`src/rtl/ldst_unit_pkg.sv`:
```
// ldst_unit_pkg
// Shared definitions for the load/store unit: FSM state encoding, pointer
// update codes, pointer addressing modes, the request timeout limit and the
// effective-address helper.
package ldst_unit_pkg;

  localparam int DATA_W = 8;
  localparam int ADDR_W = 16;

  typedef enum logic [2:0] {
    ST_IDLE   = 3'd0,
    ST_PREDEC = 3'd1,
    ST_ADDR   = 3'd2,
    ST_REQ    = 3'd3,
    ST_WB     = 3'd4,
    ST_POST   = 3'd5
  } state_t;

  // Pointer update codes sent to the register file.
  localparam logic [1:0] RH_HOLD = 2'b00;
  localparam logic [1:0] RH_INC  = 2'b01;
  localparam logic [1:0] RH_DEC  = 2'b10;

  // Pointer addressing modes.
  localparam logic [1:0] PM_DISP    = 2'b00;
  localparam logic [1:0] PM_POSTINC = 2'b01;
  localparam logic [1:0] PM_PREDEC  = 2'b10;
  localparam logic [1:0] PM_PLAIN   = 2'b11;

  // Number of ack-less REQ cycles after which the request is abandoned.
  localparam logic [7:0] TIMEOUT = 8'd255;

  // Effective address: only the displacement mode adds disp; the sum wraps
  // modulo 2^16 by construction of the 16-bit result.
  function automatic logic [ADDR_W-1:0] eff_addr(input logic [ADDR_W-1:0] base,
                                                 input logic [1:0]        mode,
                                                 input logic [5:0]        disp);
    if (mode == PM_DISP) eff_addr = base + {10'd0, disp};
    else                 eff_addr = base;
  endfunction

endpackage

```
`src/rtl/ldst_unit.sv`:
```
// ldst_unit
// Single-operation load/store sequencer between a pointer register file and
// a request/acknowledge memory port.
//
// Ports:
//   clk, rst      clock, synchronous active-high reset
//   start         begin an operation (sampled only in IDLE)
//   is_store      1 = store rr_in, 0 = load into Rd
//   ptr_mode      00 disp, 01 post-inc, 10 pre-dec, 11 plain
//   ptr_sel       pointer pair select, latched and forwarded on rh_sel
//   disp          unsigned displacement (mode 00 only)
//   rh_in         pointer value from the register file
//   rr_in         store data
//   rh_sel/rh_op  pointer select / update request to the register file
//   rd_wr_en/rd_data  register writeback
//   mem_req/mem_we/mem_addr/mem_wdata/mem_ack/mem_rdata  memory port
//   busy          not in IDLE
//   done          one-cycle completion pulse
//   err           one-cycle timeout pulse
module ldst_unit
  import ldst_unit_pkg::*;
(
  input  logic              clk,
  input  logic              rst,
  input  logic              start,
  input  logic              is_store,
  input  logic [1:0]        ptr_mode,
  input  logic [1:0]        ptr_sel,
  input  logic [5:0]        disp,
  input  logic [ADDR_W-1:0] rh_in,
  input  logic [DATA_W-1:0] rr_in,
  output logic [1:0]        rh_sel,
  output logic [1:0]        rh_op,
  output logic              rd_wr_en,
  output logic [DATA_W-1:0] rd_data,
  output logic              mem_req,
  output logic              mem_we,
  output logic [ADDR_W-1:0] mem_addr,
  output logic [DATA_W-1:0] mem_wdata,
  input  logic              mem_ack,
  input  logic [DATA_W-1:0] mem_rdata,
  output logic              busy,
  output logic              done,
  output logic              err
);

  state_t              r_state;
  state_t              w_state_nxt;
  logic                r_is_store;
  logic [1:0]          r_ptr_mode;
  logic [1:0]          r_ptr_sel;
  logic [5:0]          r_disp;
  logic [DATA_W-1:0]   r_rr;
  logic [7:0]          r_wait;
  logic [ADDR_W-1:0]   r_addr;
  logic [DATA_W-1:0]   r_rd_data;
  logic                r_err;
  logic [7:0]          w_wait_inc;
  logic                w_timeout;

  assign w_wait_inc = r_wait + 8'd1;

  // Next state and state-decoded outputs
  always_comb begin
    w_state_nxt = r_state;
    w_timeout   = 1'b0;
    rh_op       = RH_HOLD;
    rd_wr_en    = 1'b0;
    mem_req     = 1'b0;
    mem_we      = 1'b0;
    mem_wdata   = '0;
    done        = 1'b0;
    unique case (r_state)
      ST_IDLE: begin
        if (start) w_state_nxt = (ptr_mode == PM_PREDEC) ? ST_PREDEC : ST_ADDR;
      end
      ST_PREDEC: begin
        rh_op       = RH_DEC;
        w_state_nxt = ST_ADDR;
      end
      ST_ADDR: begin
        w_state_nxt = ST_REQ;
      end
      ST_REQ: begin
        mem_req   = 1'b1;
        mem_we    = r_is_store;
        mem_wdata = r_rr;
        // An ack on the final allowed cycle still wins over the timeout.
        if (mem_ack) begin
          w_state_nxt = r_is_store ? ST_POST : ST_WB;
        end else if (w_wait_inc == TIMEOUT) begin
          w_state_nxt = ST_IDLE;
          w_timeout   = 1'b1;
        end
      end
      ST_WB: begin
        rd_wr_en    = 1'b1;
        w_state_nxt = ST_POST;
      end
      ST_POST: begin
        done        = 1'b1;
        rh_op       = (r_ptr_mode == PM_POSTINC) ? RH_INC : RH_HOLD;
        w_state_nxt = ST_IDLE;
      end
      default: begin
        w_state_nxt = ST_IDLE;
      end
    endcase
  end

  // State, operation latches and registered outputs
  always_ff @(posedge clk) begin
    if (rst) begin
      r_state    <= ST_IDLE;
      r_is_store <= 1'b0;
      r_ptr_mode <= PM_DISP;
      r_ptr_sel  <= 2'b00;
      r_disp     <= '0;
      r_rr       <= '0;
      r_wait     <= '0;
      r_addr     <= '0;
      r_rd_data  <= '0;
      r_err      <= 1'b0;
    end else begin
      r_state <= w_state_nxt;
      // err is raised in the cycle after the last REQ cycle, with mem_req low.
      r_err   <= w_timeout;
      if (r_state == ST_IDLE && start) begin
        r_is_store <= is_store;
        r_ptr_mode <= ptr_mode;
        r_ptr_sel  <= ptr_sel;
        r_disp     <= disp;
        r_rr       <= rr_in;
      end
      if (r_state == ST_ADDR) begin
        r_addr <= eff_addr(rh_in, r_ptr_mode, r_disp);
        r_wait <= '0;
      end
      if (r_state == ST_REQ) begin
        if (mem_ack) begin
          if (!r_is_store) r_rd_data <= mem_rdata;
        end else begin
          r_wait <= w_wait_inc;
        end
      end
    end
  end

  assign rh_sel   = r_ptr_sel;
  assign mem_addr = r_addr;
  assign rd_data  = r_rd_data;
  assign err      = r_err;
  assign busy     = (r_state != ST_IDLE);

endmodule

```
`config.mk`:
```
export PLATFORM = sky130hd
export DESIGN_NAME = ldst_unit
export DESIGN_NICKNAME = d
export VERILOG_FILES = /design/src/rtl/ldst_unit_pkg.sv /design/src/rtl/ldst_unit.sv
export SDC_FILE = /design/constraint.sdc
export NUM_CORES = 1
export LEC_CHECK = 0
export CELL_PAD_IN_SITES_DETAIL_PLACEMENT = 1
export CELL_PAD_IN_SITES_GLOBAL_PLACEMENT = 1
export CORE_MARGIN = 4
export CORE_UTILIZATION = 24
export DETAILED_ROUTE_END_ITERATION = 10
export GPL_ROUTABILITY_DRIVEN = 0
export PLACE_DENSITY = 0.7
export SLEW_MARGIN = 30
export SYNTH_ARGS = -nofsm -noshare
export SYNTH_HDL_FRONTEND = slang
export SYNTH_SLANG_ARGS = --single-unit
```
`constraint.sdc`:
```
create_clock -name clk -period 2.2 [get_ports clk]
set_input_delay 0.44 -clock clk [delete_from_list [all_inputs] [get_ports clk]]
set_output_delay 0.44 -clock clk [all_outputs]
set_load 0.02 [all_outputs]
```
# Word level (Yosys, flattened, before mapping)
# Cells that the tools add are included.
[classes]
n_reduce_logical = 7
n_eq_ne = 10
bitwise_logic = 2
n_mux = 18
addsub = 2
[op_table]
columns = ["cell", "count"]
rows = [
  ["$mux W8", 4],
  ["$add A16 B6 Y16", 1],
  ["$mux W16", 1],
  ["$pmux W3 S5", 1],
  ["$mux W3", 3],
  ["$add A8 B1 Y8 const B", 1],
  ["$eq A8 B8 Y1 const B", 1],
  ["$mux W1", 7],
  ["$eq A3 B2 Y1 const B", 2],
  ["$eq A3 B3 Y1 const B", 2],
  ["$pmux W2 S2", 1],
  ["$eq A3 B1 Y1 const B", 1],
  ["$logic_not A3 Y1", 1],
  ["$ne A3 B3 Y1 const B", 1],
  ["$reduce_and A3 Y1", 1],
  ["$reduce_bool A3 Y1", 1],
  ["$reduce_or A3 Y1", 1],
  ["$eq A2 B1 Y1 const B", 1],
  ["$eq A2 B2 Y1 const B", 1],
  ["$logic_not A2 Y1", 1],
  ["$mux W2", 1],
  ["$ne A2 B2 Y1 const B", 1],
  ["$not A1 Y1", 2],
  ["$reduce_and A2 Y1", 1],
  ["$logic_and A1 B1 Y1", 1],
]
[word_totals]
register_bits = 55
input_bits = 47
elab_cells = 49
out_inout_bits = 42

# Longest topological paths before layout
# Gate-level depths: netlist (run 1).
[logic_depth]
depth_word = 5
mapped_depth = 8
ltp_nobuf = 8

# Worst setup path after synthesis (run 1)
# Ideal clock, no wire load.
[synth_timing]
path_kind = "input to register"
from = "input port rh_in[0]"
to = "register r_addr[10], in the netlist mem_addr[10]"
required_ps = 2062
arrival_time_ps = 2013
path_stages = 8
setup_ps = 138
path_buffers = 0
path_slack_ps = 50
cell_sequence = "ha_1 fa_1 a211oi_1 nor2_1 or3_1 nand3_1 xor2_1 a211oi_1"
[synth_via]
elab_chain_cells = 2
[synth_lines]
columns = ["element", "line", "rtl"]
rows = [
  ["start: declaration", "ldst_unit.sv:30", "input logic [ADDR_W-1:0] rh_in,"],
  ["$add A16 B6 Y16", "ldst_unit_pkg.sv:38", "if (mode == PM_DISP) eff_addr = base + {10'd0, disp};"],
  ["$mux W16", "ldst_unit_pkg.sv:38", ""],
  ["end signal: assignment", "ldst_unit.sv:136", "r_addr <= eff_addr(rh_in, r_ptr_mode, r_disp);"],
  ["end: declaration", "ldst_unit.sv:55", "logic [ADDR_W-1:0] r_addr;"],
]
# No other way between the ends.
# A chain may end at the register's enable or synchronous reset.

# Worst setup path after layout (run 1)
[layout_timing]
from = "register r_state[1]"
to = "output port done"
[layout_via]
elab_chain_cells = 2
[layout_lines]
columns = ["element", "line", "rtl"]
rows = [
  ["start: declaration", "ldst_unit.sv:47", "state_t r_state;"],
  ["start signal: assignment", "ldst_unit.sv:125", "r_state <= w_state_nxt;"],
  ["$eq A3 B3 Y1", "ldst_unit.sv:73", "unique case (r_state)"],
  ["$mux W1", "ldst_unit.sv:73", ""],
  ["end: declaration", "ldst_unit.sv:43", "output logic done,"],
]
# No other way between the ends.

==> run_results.csv, run 1 <==
group,metric,value,unit
finish,layout-drive-gt1-share,0.136,
timing,hold_ws,0.456,ns
timing,hold_violations,0,
pwr,power_density,627,nW/µm²
worst_setup_path,cp_max_fo,7,
finish,multi_input_area,1650,µm²
synthesis,synthMuxAreaShare,0.0325,
outcome,outcome,"complete, no violations",
synthesis,postSynthCellCount,342,
synthesis,synth_area_leaders,"dfxtp_1, nand2_1, a21oi_1, nor2_1, a211oi_1",
synthesis,yosys.area_share.adder,0.0433,
placed_design,place_hpwl,6740,µm
global_route,grt_start_max_net_pins,29,
synthesis,synth_seq_area_share,0.397,
pwr,p_leak,0.00165,µW
finish,seqCellArea,1100,µm²
worst_setup_path,critical_path_class,"reg -> out",
clocking,cts_tree,"done",
synthesis,yosys_register_bits,55,
clocking,clk_pin_slew,0.07,ns
clocking,hold_buffers,0,
worst_setup_path,critPathTopFamily,"buffers and inverters",
placed_design,placed_cells,576,
worst_hold_path,whs_path_depth,2,
synthesis,synth_nets,398,
die,ios,89,
timing,maxSlewViolCount,0,
timing,max_freq,473,MHz
timing,relSlewSlack,0.554,
synthesis,synthArstFlopShare,0,
synthesis,synthesis.area,2770,µm²
routing,wl_per_cell,15.1,µm
worst_setup_path,cp.depth,3,
synthesis,synth_xor_area_frac,0.0379,
worst_setup_path,slowest_delay,0.64,ns
routing,ant_nets,0,
finish,n_antenna_cell,0,
synthesis,synth_edf_count,0,
routing,finalWirelength,8880,µm
routing,drt_iter0_drc,75,
clocking,numClockSinks,55,
global_route,grt_use_total,0.133,
finish,fillerInstances,1332,
synthesis,synth_top_family_by_area,"simple AND/OR/NAND/NOR gates",
synthesis,avgSynthCellArea,8.11,µm²
synthesis,synth_compound_area_frac,0.171,
die,dieArea,13300,µm²
routing,vias,2828,
timing,finClkSkew,0.00464,ns
worst_setup_path,arrival,1.67,ns
finish,fin_cells,588,
synthesis,synth_top_area_share,0.397,
die,core_area,11100,µm²
worst_setup_path,path_cells,"buf_4 > and3b_1 > clkdlybuf4s50_1",
worst_setup_path,crit_buf_inv,2,
clocking,cts.path.max_buffers,2,
timing,fin_crit,2.11,ns
clocking,numCtsBuffers,5,
worst_setup_path,cp.required,1.76,ns
global_route,gr-total-overflow,0,
worst_setup_path,rr_worst_depth,8,
worst_setup_path,critical_path.startpoint_type,"register",
global_route,grt_pass1_wl,14400,µm
global_route,antenna_found_initial,0,
pwr,vdd_drop_max,0.349,mV
die,rows,38,
routing,drtPass1Iterations,4,
synthesis,ys_types,46,
finish,areaGrowthSynthToFinish,50.5,%
clocking,cts_max_level,2,
timing,finalCritPeriodShare,0.961,
die,die_w,115,µm
worst_setup_path,endpoint_kind,"primary output",
routing,viasPerCell,4.81,
run,drv_cap,0,
placed_design,portBuffers,88,
die,initial_core_util,0.250,
synthesis,yosys_warnings,0,
routing,route.detailed.drc,0,
finish,fin_nets,504,
synthesis,synth-simple-area-share,0.277,
die,die_h,115,µm
worst_hold_path,hold_path_class,"reg -> reg",
synthesis,synth_top_area_cell,"dfxtp_1",
timing,finalSetupViolCount,0,
timing,worst_pin_slew,0.667,ns
global_route,grt_pass1_vias,2994,
clocking,clock_latency,0.29,ns
worst_setup_path,crit_slowest_cell,"clkdlybuf4s50_1",
synthesis,ys.flop_type,"dfxtp_1",
clocking,root_buffer,"clkbuf_16",
[Yosys cell counts, types with 3 or more instances]
cell type	count
nor2b_1	3
and3b_1	3
a211oi_1	14
xnor2_1	5
clkbuf_1	9
or3_1	4
mux2i_1	9
nand4_1	4
nand3_1	7
nor3b_1	3
nor2_1	40
a311oi_1	4
a21oi_1	33
dfxtp_1	55
buf_6	3
nor4_1	3
nand2_1	57
buf_2	5
inv_1	3
o21ai_0	11
and2_1	13
nor3_1	11
ha_1	8
a31oi_1	3
xor2_1	7
[layout make-up]
class	count	share of cell area
clock inverters	1	0.00120
repair buffers	117	0.261
inverters	3	0.00270
clock buffers	6	0.0333
well taps	140	0.0420
multi-input cells	266	0.395
flip-flops and latches	55	0.264
[metrics by stage]
stage	setup slack [ns]	TNS (ns)	instance area [µm²]	util	total power (µW)
3_5_place_dp	-0.576	-5.12	3910	0.353	1810
5_1_grt	-0.0163	-0.0376	4170	0.377	2770
3_3_place_gp	-0.505	-4.49	3910	0.353	1790
2_1_floorplan	0.0497	0	2770	-	1480
4_1_cts	0.000526	0	4120	0.371	2650
6_report	0.0858	0	4170	0.377	2620
[power breakdown]
group	internal [µW]	leakage, µW	switching (µW)	total, µW
clock network	446	0.0000727	358	804
logic	335	0.00113	360	695
registers	1070	0.000450	50.0	1120
total	1850	0.00165	768	2620
[per-layer routing]
metal / routed length [µm] / GRT usage
met5: 0 / 0
met4: 101 / 0.0313
met3: 555 / 0.0413
met2: 4290 / 0.232
met1: 3940 / 0.161
[flip-flops by register name, summed over array words and instances, names as in the netlist]
signal	cells
err	1
mem_addr	16
r_disp	6
r_is_store	1
r_ptr_mode	2
r_rr	8
r_state	3
r_wait	8
rd_data	8
rh_sel	2
[logic make-up after synthesis]
group	Yosys count
compound gates	76
flops	55
xor+xnor	12
fa+ha+maj	9
simple gates	159
mux	9
buf+inv	22
[tightest hold or removal path: stages (launching register included)]
cell     delay, ns
dfxtp_1       0.31
nand2_1       0.05
a21oi_1       0.05
[worst paths after layout]
check                           slack [ns]       start     endpoint
worst max-delay path                  0.09  r_state[1]         done
worst min-delay path                  0.46     r_rr[2]      r_rr[2]
worst max register to register        0.17   r_disp[1]  mem_addr[9]
worst min register to register        0.46     r_rr[2]      r_rr[2]
[placed cells by master, fill, tap and decap left out, types with 3 or more instances in the layout]
cell             instances
a211oi_1                11
a211oi_2                 4
a21oi_1                 33
a311oi_1                 4
a31oi_1                  3
and2_1                  13
buf_4                   29
clkbuf_16                5
clkdlybuf4s50_1         70
dfxtp_1                 53
dlygate4sd2_1           12
dlymetal6s2s_1           5
ha_1                     5
inv_1                    3
mux2i_1                  9
nand2_1                 57
nand3_1                  6
nand4_1                  4
nor2_1                  39
nor2b_1                  3
nor3_1                  10
nor4_1                   3
o21ai_0                 10
or3_1                    3
xnor2_1                  5
xor2_1                   7
[timing repair]
| action | 4_1_cts | 5_1_grt |
|---|---|---|
| setup endpoints to repair | 21 | 11 |
| gates resized for setup | 27 | 10 |
| cloned | 1 | 0 |
| setup buffers | 2 | 2 |
| pin swaps | 7 | 5 |
Power figures use the tool's default switching activity.
==> run 2: changes to the inputs <==
- PLACE_DENSITY: 0.7 -> not set
- PLACE_DENSITY_LB_ADDON: not set -> 0.1
==> run 2 against run 1 <==
  * Critical path depth unchanged
  * Sequential share of layout area decreased by 0.076 points
  * Clock skew increased by 0.0059 ns
  * Register-to-register slack about the same
  * First-iteration DRC count decreased by 12%
  * Die area unchanged
  * Clock-buffer cell count unchanged
  * Sequential cell count unchanged
  * Combinational power decreased by 0.7%
==> run_results.csv, run 2 (synthesis results as in run 1) <==
group,metric,value,unit
timing,fin_crit,2.12,ns
run,drv_cap,0,
clocking,clk_pin_slew,0.08,ns
timing,grt_setup_unrepaired,"no",
finish,layout_common_cells,"clkdlybuf4s50_1, nand2_1, dfxtp_1",
global_route,grt_pass1_vias,3015,
routing,vias,2761,
clocking,clock_latency,0.29,ns
timing,max_freq,473,MHz
routing,wl_per_cell,14.6,µm
placed_design,placed_cells,584,
routing,finalWirelength,8660,µm
worst_hold_path,hold_path_class,"reg -> reg",
global_route,gr-total-overflow,0,
pwr,combPwrFrac,0.264,
worst_setup_path,startpoint,"r_state[1]",
finish,fillerInstances,1345,
clocking,numClockSinks,55,
pwr,swShare,0.301,
timing,maxSlewViolCount,0,
timing,worst_pin_slew,0.422,ns
routing,viasPerCell,4.66,
timing,finClkSkew,0.0105,ns
global_route,grt_start_max_net_pins,29,
global_route,grt_pass1_wl,14600,µm
die,core_area,11100,µm²
die,ios,89,
finish,seqCellArea,1100,µm²
worst_setup_path,path_cells,"buf_4 > and3b_1 > clkdlybuf4s50_1",
routing,ant_nets,0,
clocking,numCtsBuffers,5,
worst_setup_path,rr_worst_depth,8,
timing,finalSetupViolCount,0,
pwr,vdd_drop_max,0.364,mV
placed_design,place_hpwl,6590,µm
pwr,switching_power,788,µW
worst_setup_path,critical_path_class,"reg -> out",
timing,hold_violations,0,
worst_hold_path,hold-path-endpoint,"r_rr[6]",
clocking,cts.path.max_buffers,2,
clocking,cts_max_level,2,
placed_design,portBuffers,88,
finish,layout_commonest_cell,"clkdlybuf4s50_1",
finish,areaGrowthSynthToFinish,50.6,%
finish,fin_cells,592,
pwr,power_density,627,nW/µm²
routing,route.detailed.drc,0,
clocking,root_buffer,"clkbuf_16",
worst_setup_path,endpoint_kind,"primary output",
die,rows,38,
die,die_w,115,µm
clocking,hold_buffers,0,
pwr,p_clk_frac,0.310,
worst_setup_path,crit_slowest_cell,"clkdlybuf4s50_1",
worst_setup_path,critPathTopFamily,"buffers and inverters",
worst_setup_path,critical_path.startpoint_type,"register",
routing,drtPass1Iterations,4,
finish,largest_reg_flops,16,
die,dieArea,13300,µm²
die,initial_core_util,0.250,
timing,relSlewSlack,0.719,
worst_setup_path,slowest_delay,0.64,ns
worst_setup_path,r2r_end,"mem_addr[12]",
pwr,seq_power_share,0.426,
worst_hold_path,whs_path_depth,2,
worst_setup_path,cp_max_fo,7,
outcome,outcome,"complete, no violations",
pwr,fin_total_pwr,2620,µW
clocking,cts_tree,"done",
worst_setup_path,cp.required,1.76,ns
timing,finalCritPeriodShare,0.962,
die,die_h,115,µm
pwr,intPower,1830,µW
global_route,grt_use_total,0.134,
finish,multi_input_area,1630,µm²
worst_setup_path,arrival,1.68,ns
routing,drt_iter0_drc,66,
worst_setup_path,rrSetupSlack,0.18,ns
pwr,p_leak,0.00160,µW
finish,fin_nets,507,
worst_setup_path,crit_buf_inv,2,
finish,n_antenna_cell,0,
finish,layout-drive-gt1-share,0.128,
worst_setup_path,rr_startpoint,"r_disp[0]",
global_route,antenna_found_initial,0,
worst_hold_path,worstHoldStart,"r_rr[6]",
-- run 2: cell count changes in the layout (fill, tap and decap cells not counted), sizes merged --
cell          change
and3b             -1
dlygate4sd2       +3
clkinvlp          +1
buf               +4
dlymetal6s2s      -3
-- run 2: how the worst max path moves through the flow --
stage                        end  cells past startpoint
detailed placement  mem_addr[10]                      9
global route             mem_req                      3
floorplan           mem_addr[10]                      8
global placement    mem_addr[10]                      9
CTS                 mem_addr[14]                      7
finish                      done                      3
-- run 2: tightest hold or removal path, stage by stage (launching register included) --
cell and delay, ns:
dfxtp_1 0.31, nand2_1 0.05, a21oi_1 0.05
-- run 2: power groups by stage --
stage               clock (µW)  sequential (µW)  combinational (µW)
detailed placement           0             1140                 687
CTS                        844             1120                 701
finish                     812             1110                 690
floorplan                    0             1180                 301
global placement             0             1130                 684
global route               869             1130                 768
-- run 2: repair_timing --
item / in CTS / in global routing
pin swaps: 7 / 4
buffers inserted: 0 / 0
gates resized for setup: 24 / 5
endpoints found under the setup margin: 22 / 7
-- run 2: through the flow --
step | setup TNS (ns) | instance area, µm² | hold slack [ns] | worst slack, ns | util
3_5_place_dp | -4.80 | 3980 | 0.451 | -0.489 | 0.359
6_report | 0 | 4180 | 0.457 | 0.0845 | 0.377
5_1_grt | 0 | 4180 | 0.476 | 0.0158 | 0.377
4_1_cts | 0 | 4150 | 0.464 | 0.0256 | 0.375
2_1_floorplan | 0 | 2770 | 0.432 | 0.0497 | -
3_3_place_gp | -4.69 | 3980 | 0.438 | -0.477 | 0.359
-- run 2: cell type report --
class,instances,share of cell area
Timing Repair Buffer,121,0.269
Inverter,3,0.00270
Multi-Input combinational cell,265,0.389
Sequential cell,55,0.264
Clock buffer,6,0.0309
Clock inverter,2,0.00300
Tap cell,140,0.0419
-- run 2: routing by layer --
layer	vias up	GRT usage	part of all wire
li1	1409	-	-
met1	1284	0.169	0.48
met3	4	0.0418	0.069
met4	0	0.0235	0.0052
met2	64	0.230	0.45
met5	-	0	0
==> run 3: changes to the inputs <==
- CORE_MARGIN: 4 -> 2
- TNS_END_PERCENT: not set -> 10
==> run 3 against run 2 <==
  * Wire length shrank 2.7%
  * Combinational power decreased by 2%
  * Die area decreased by 6.8%
  * Register-to-register slack barely moved
  * Sequential share of layout area rose by 0.27 points
  * Final cell count down 0.68%
  * Largest power group unchanged
  * Via count up 0.62%
==> run_results.csv, run 3 (synthesis results as in run 1) <==
group,metric,value,unit
outcome,outcome,"complete, no violations",
global_route,grt_pass1_wl,13900,µm
timing,finalSetupViolCount,0,
worst_setup_path,critical_path.startpoint_type,"primary input",
pwr,p_leak,0.00158,µW
global_route,antenna_found_initial,0,
timing,grt_setup_unrepaired,"yes",
worst_setup_path,cp.required,2.41,ns
clocking,hold_buffers,0,
timing,max_freq,471,MHz
clocking,clk_pin_slew,0.07,ns
clocking,cts_tree,"done",
timing,fin_crit,2.12,ns
routing,drtPass1Iterations,4,
worst_setup_path,cp_max_fo,4,
clocking,root_buffer,"clkbuf_16",
timing,worst_pin_slew,0.519,ns
die,ios,89,
finish,seqCellArea,1100,µm²
clocking,numCtsBuffers,5,
finish,layout-drive-gt1-share,0.115,
die,die_h,111,µm
routing,wl_per_cell,14.3,µm
timing,finalCritPeriodShare,0.965,
routing,drt_iter0_drc,45,
global_route,gr-total-overflow,0,
worst_setup_path,endpoint_kind,"register",
finish,layout_common_cells,"clkdlybuf4s50_1, nand2_1, dfxtp_1",
global_route,grt_pass1_vias,2845,
clocking,clock_latency,0.30,ns
clocking,cts_max_level,2,
finish,fillerInstances,1380,
routing,finalWirelength,8430,µm
timing,relSlewSlack,0.649,
pwr,power_density,650,nW/µm²
die,core_area,11400,µm²
timing,hold_violations,0,
finish,areaGrowthSynthToFinish,49.1,%
finish,fin_nets,501,
pwr,fin_total_pwr,2690,µW
worst_hold_path,hold_path_class,"reg -> reg",
clocking,cts_setup_buffers,0,
die,die_w,111,µm
worst_setup_path,critical_path_class,"in -> reg",
finish,multi_input_area,1620,µm²
clocking,cts.path.max_buffers,2,
placed_design,place_hpwl,6300,µm
routing,route.detailed.drc,0,
finish,layout_commonest_cell,"clkdlybuf4s50_1",
timing,maxSlewViolCount,0,
die,initial_core_util,0.244,
clocking,numClockSinks,55,
pwr,vdd_drop_max,0.292,mV
timing,finClkSkew,0.00562,ns
global_route,grt_use_total,0.136,
die,dieArea,12400,µm²
finish,n_antenna_cell,0,
placed_design,placed_cells,581,
global_route,grt_start_max_net_pins,29,
finish,fin_cells,588,
worst_setup_path,arrival,2.33,ns
die,rows,39,
placed_design,portBuffers,88,
routing,vias,2778,
routing,ant_nets,0,
finish,largest_reg_flops,16,
run,drv_cap,0,
routing,viasPerCell,4.72,
==> run 3: timing repair <==
item | 4_1_cts | 5_1_grt
pin swaps | 7 | 3
endpoints found under the setup margin | 24 | 6
resized for setup | 23 | 4
gates cloned | 0 | 0
==> run 3: area by class of cell <==
cell class	count	share of cell area
Clock buffer	5	0.0303
Clock inverter	2	0.00908
Inverter	3	0.00272
Multi-Input combinational cell	265	0.391
Sequential cell	55	0.266
Tap cell	143	0.0433
Timing Repair Buffer	115	0.257
==> run 3: critical path, cell delays in order <==
cell             delay, ns
clkdlybuf4s50_1       0.47
ha_4                  0.30
nor2_1                0.05
and4b_2               0.32
nand4_1               0.14
or3_1                 0.36
a311oi_1              0.25
==> run 3: final timing paths <==
path / start / endpoint / slack, ns / cells past startpoint
hold / removal: r_rr[3] / r_rr[3] / 0.45 / 2
hold reg to reg: r_rr[3] / r_rr[3] / 0.45 / 2
setup reg to reg: r_disp[0] / mem_addr[10] / 0.18 / 8
setup / recovery: rh_in[5] / mem_addr[14] / 0.08 / 7
==> run 3: where the power goes <==
| part | switching (µW) | internal (µW) | leakage, µW |
|---|---|---|---|
| Sequential | 43.3 | 1070 | 0.000449 |
| Combinational | 350 | 325 | 0.00105 |
| Clock | 367 | 531 | 0.0000759 |
==> run 3: metrics by stage <==
step           area (µm²)  TNS, ns  setup slack (ns)   util  hold slack (ns)
2_1_floorplan        2770        0            0.0497      -            0.432
3_3_place_gp         3930    -4.82            -0.472  0.345            0.439
3_5_place_dp         3930    -5.41            -0.526  0.345            0.446
4_1_cts              4110        0            0.0434  0.362            0.457
5_1_grt              4130  -0.0483           -0.0166  0.364            0.471
6_report             4130        0            0.0780  0.364            0.454
==> run 3: routing by layer <==
layer / up-vias / GRT usage / wire length (µm)
li1: 1401 / - / -
met3: 7 / 0.0419 / 513
met4: 0 / 0.0444 / 106
met2: 60 / 0.227 / 3800
met1: 1310 / 0.167 / 4010
met5: - / 0 / 0
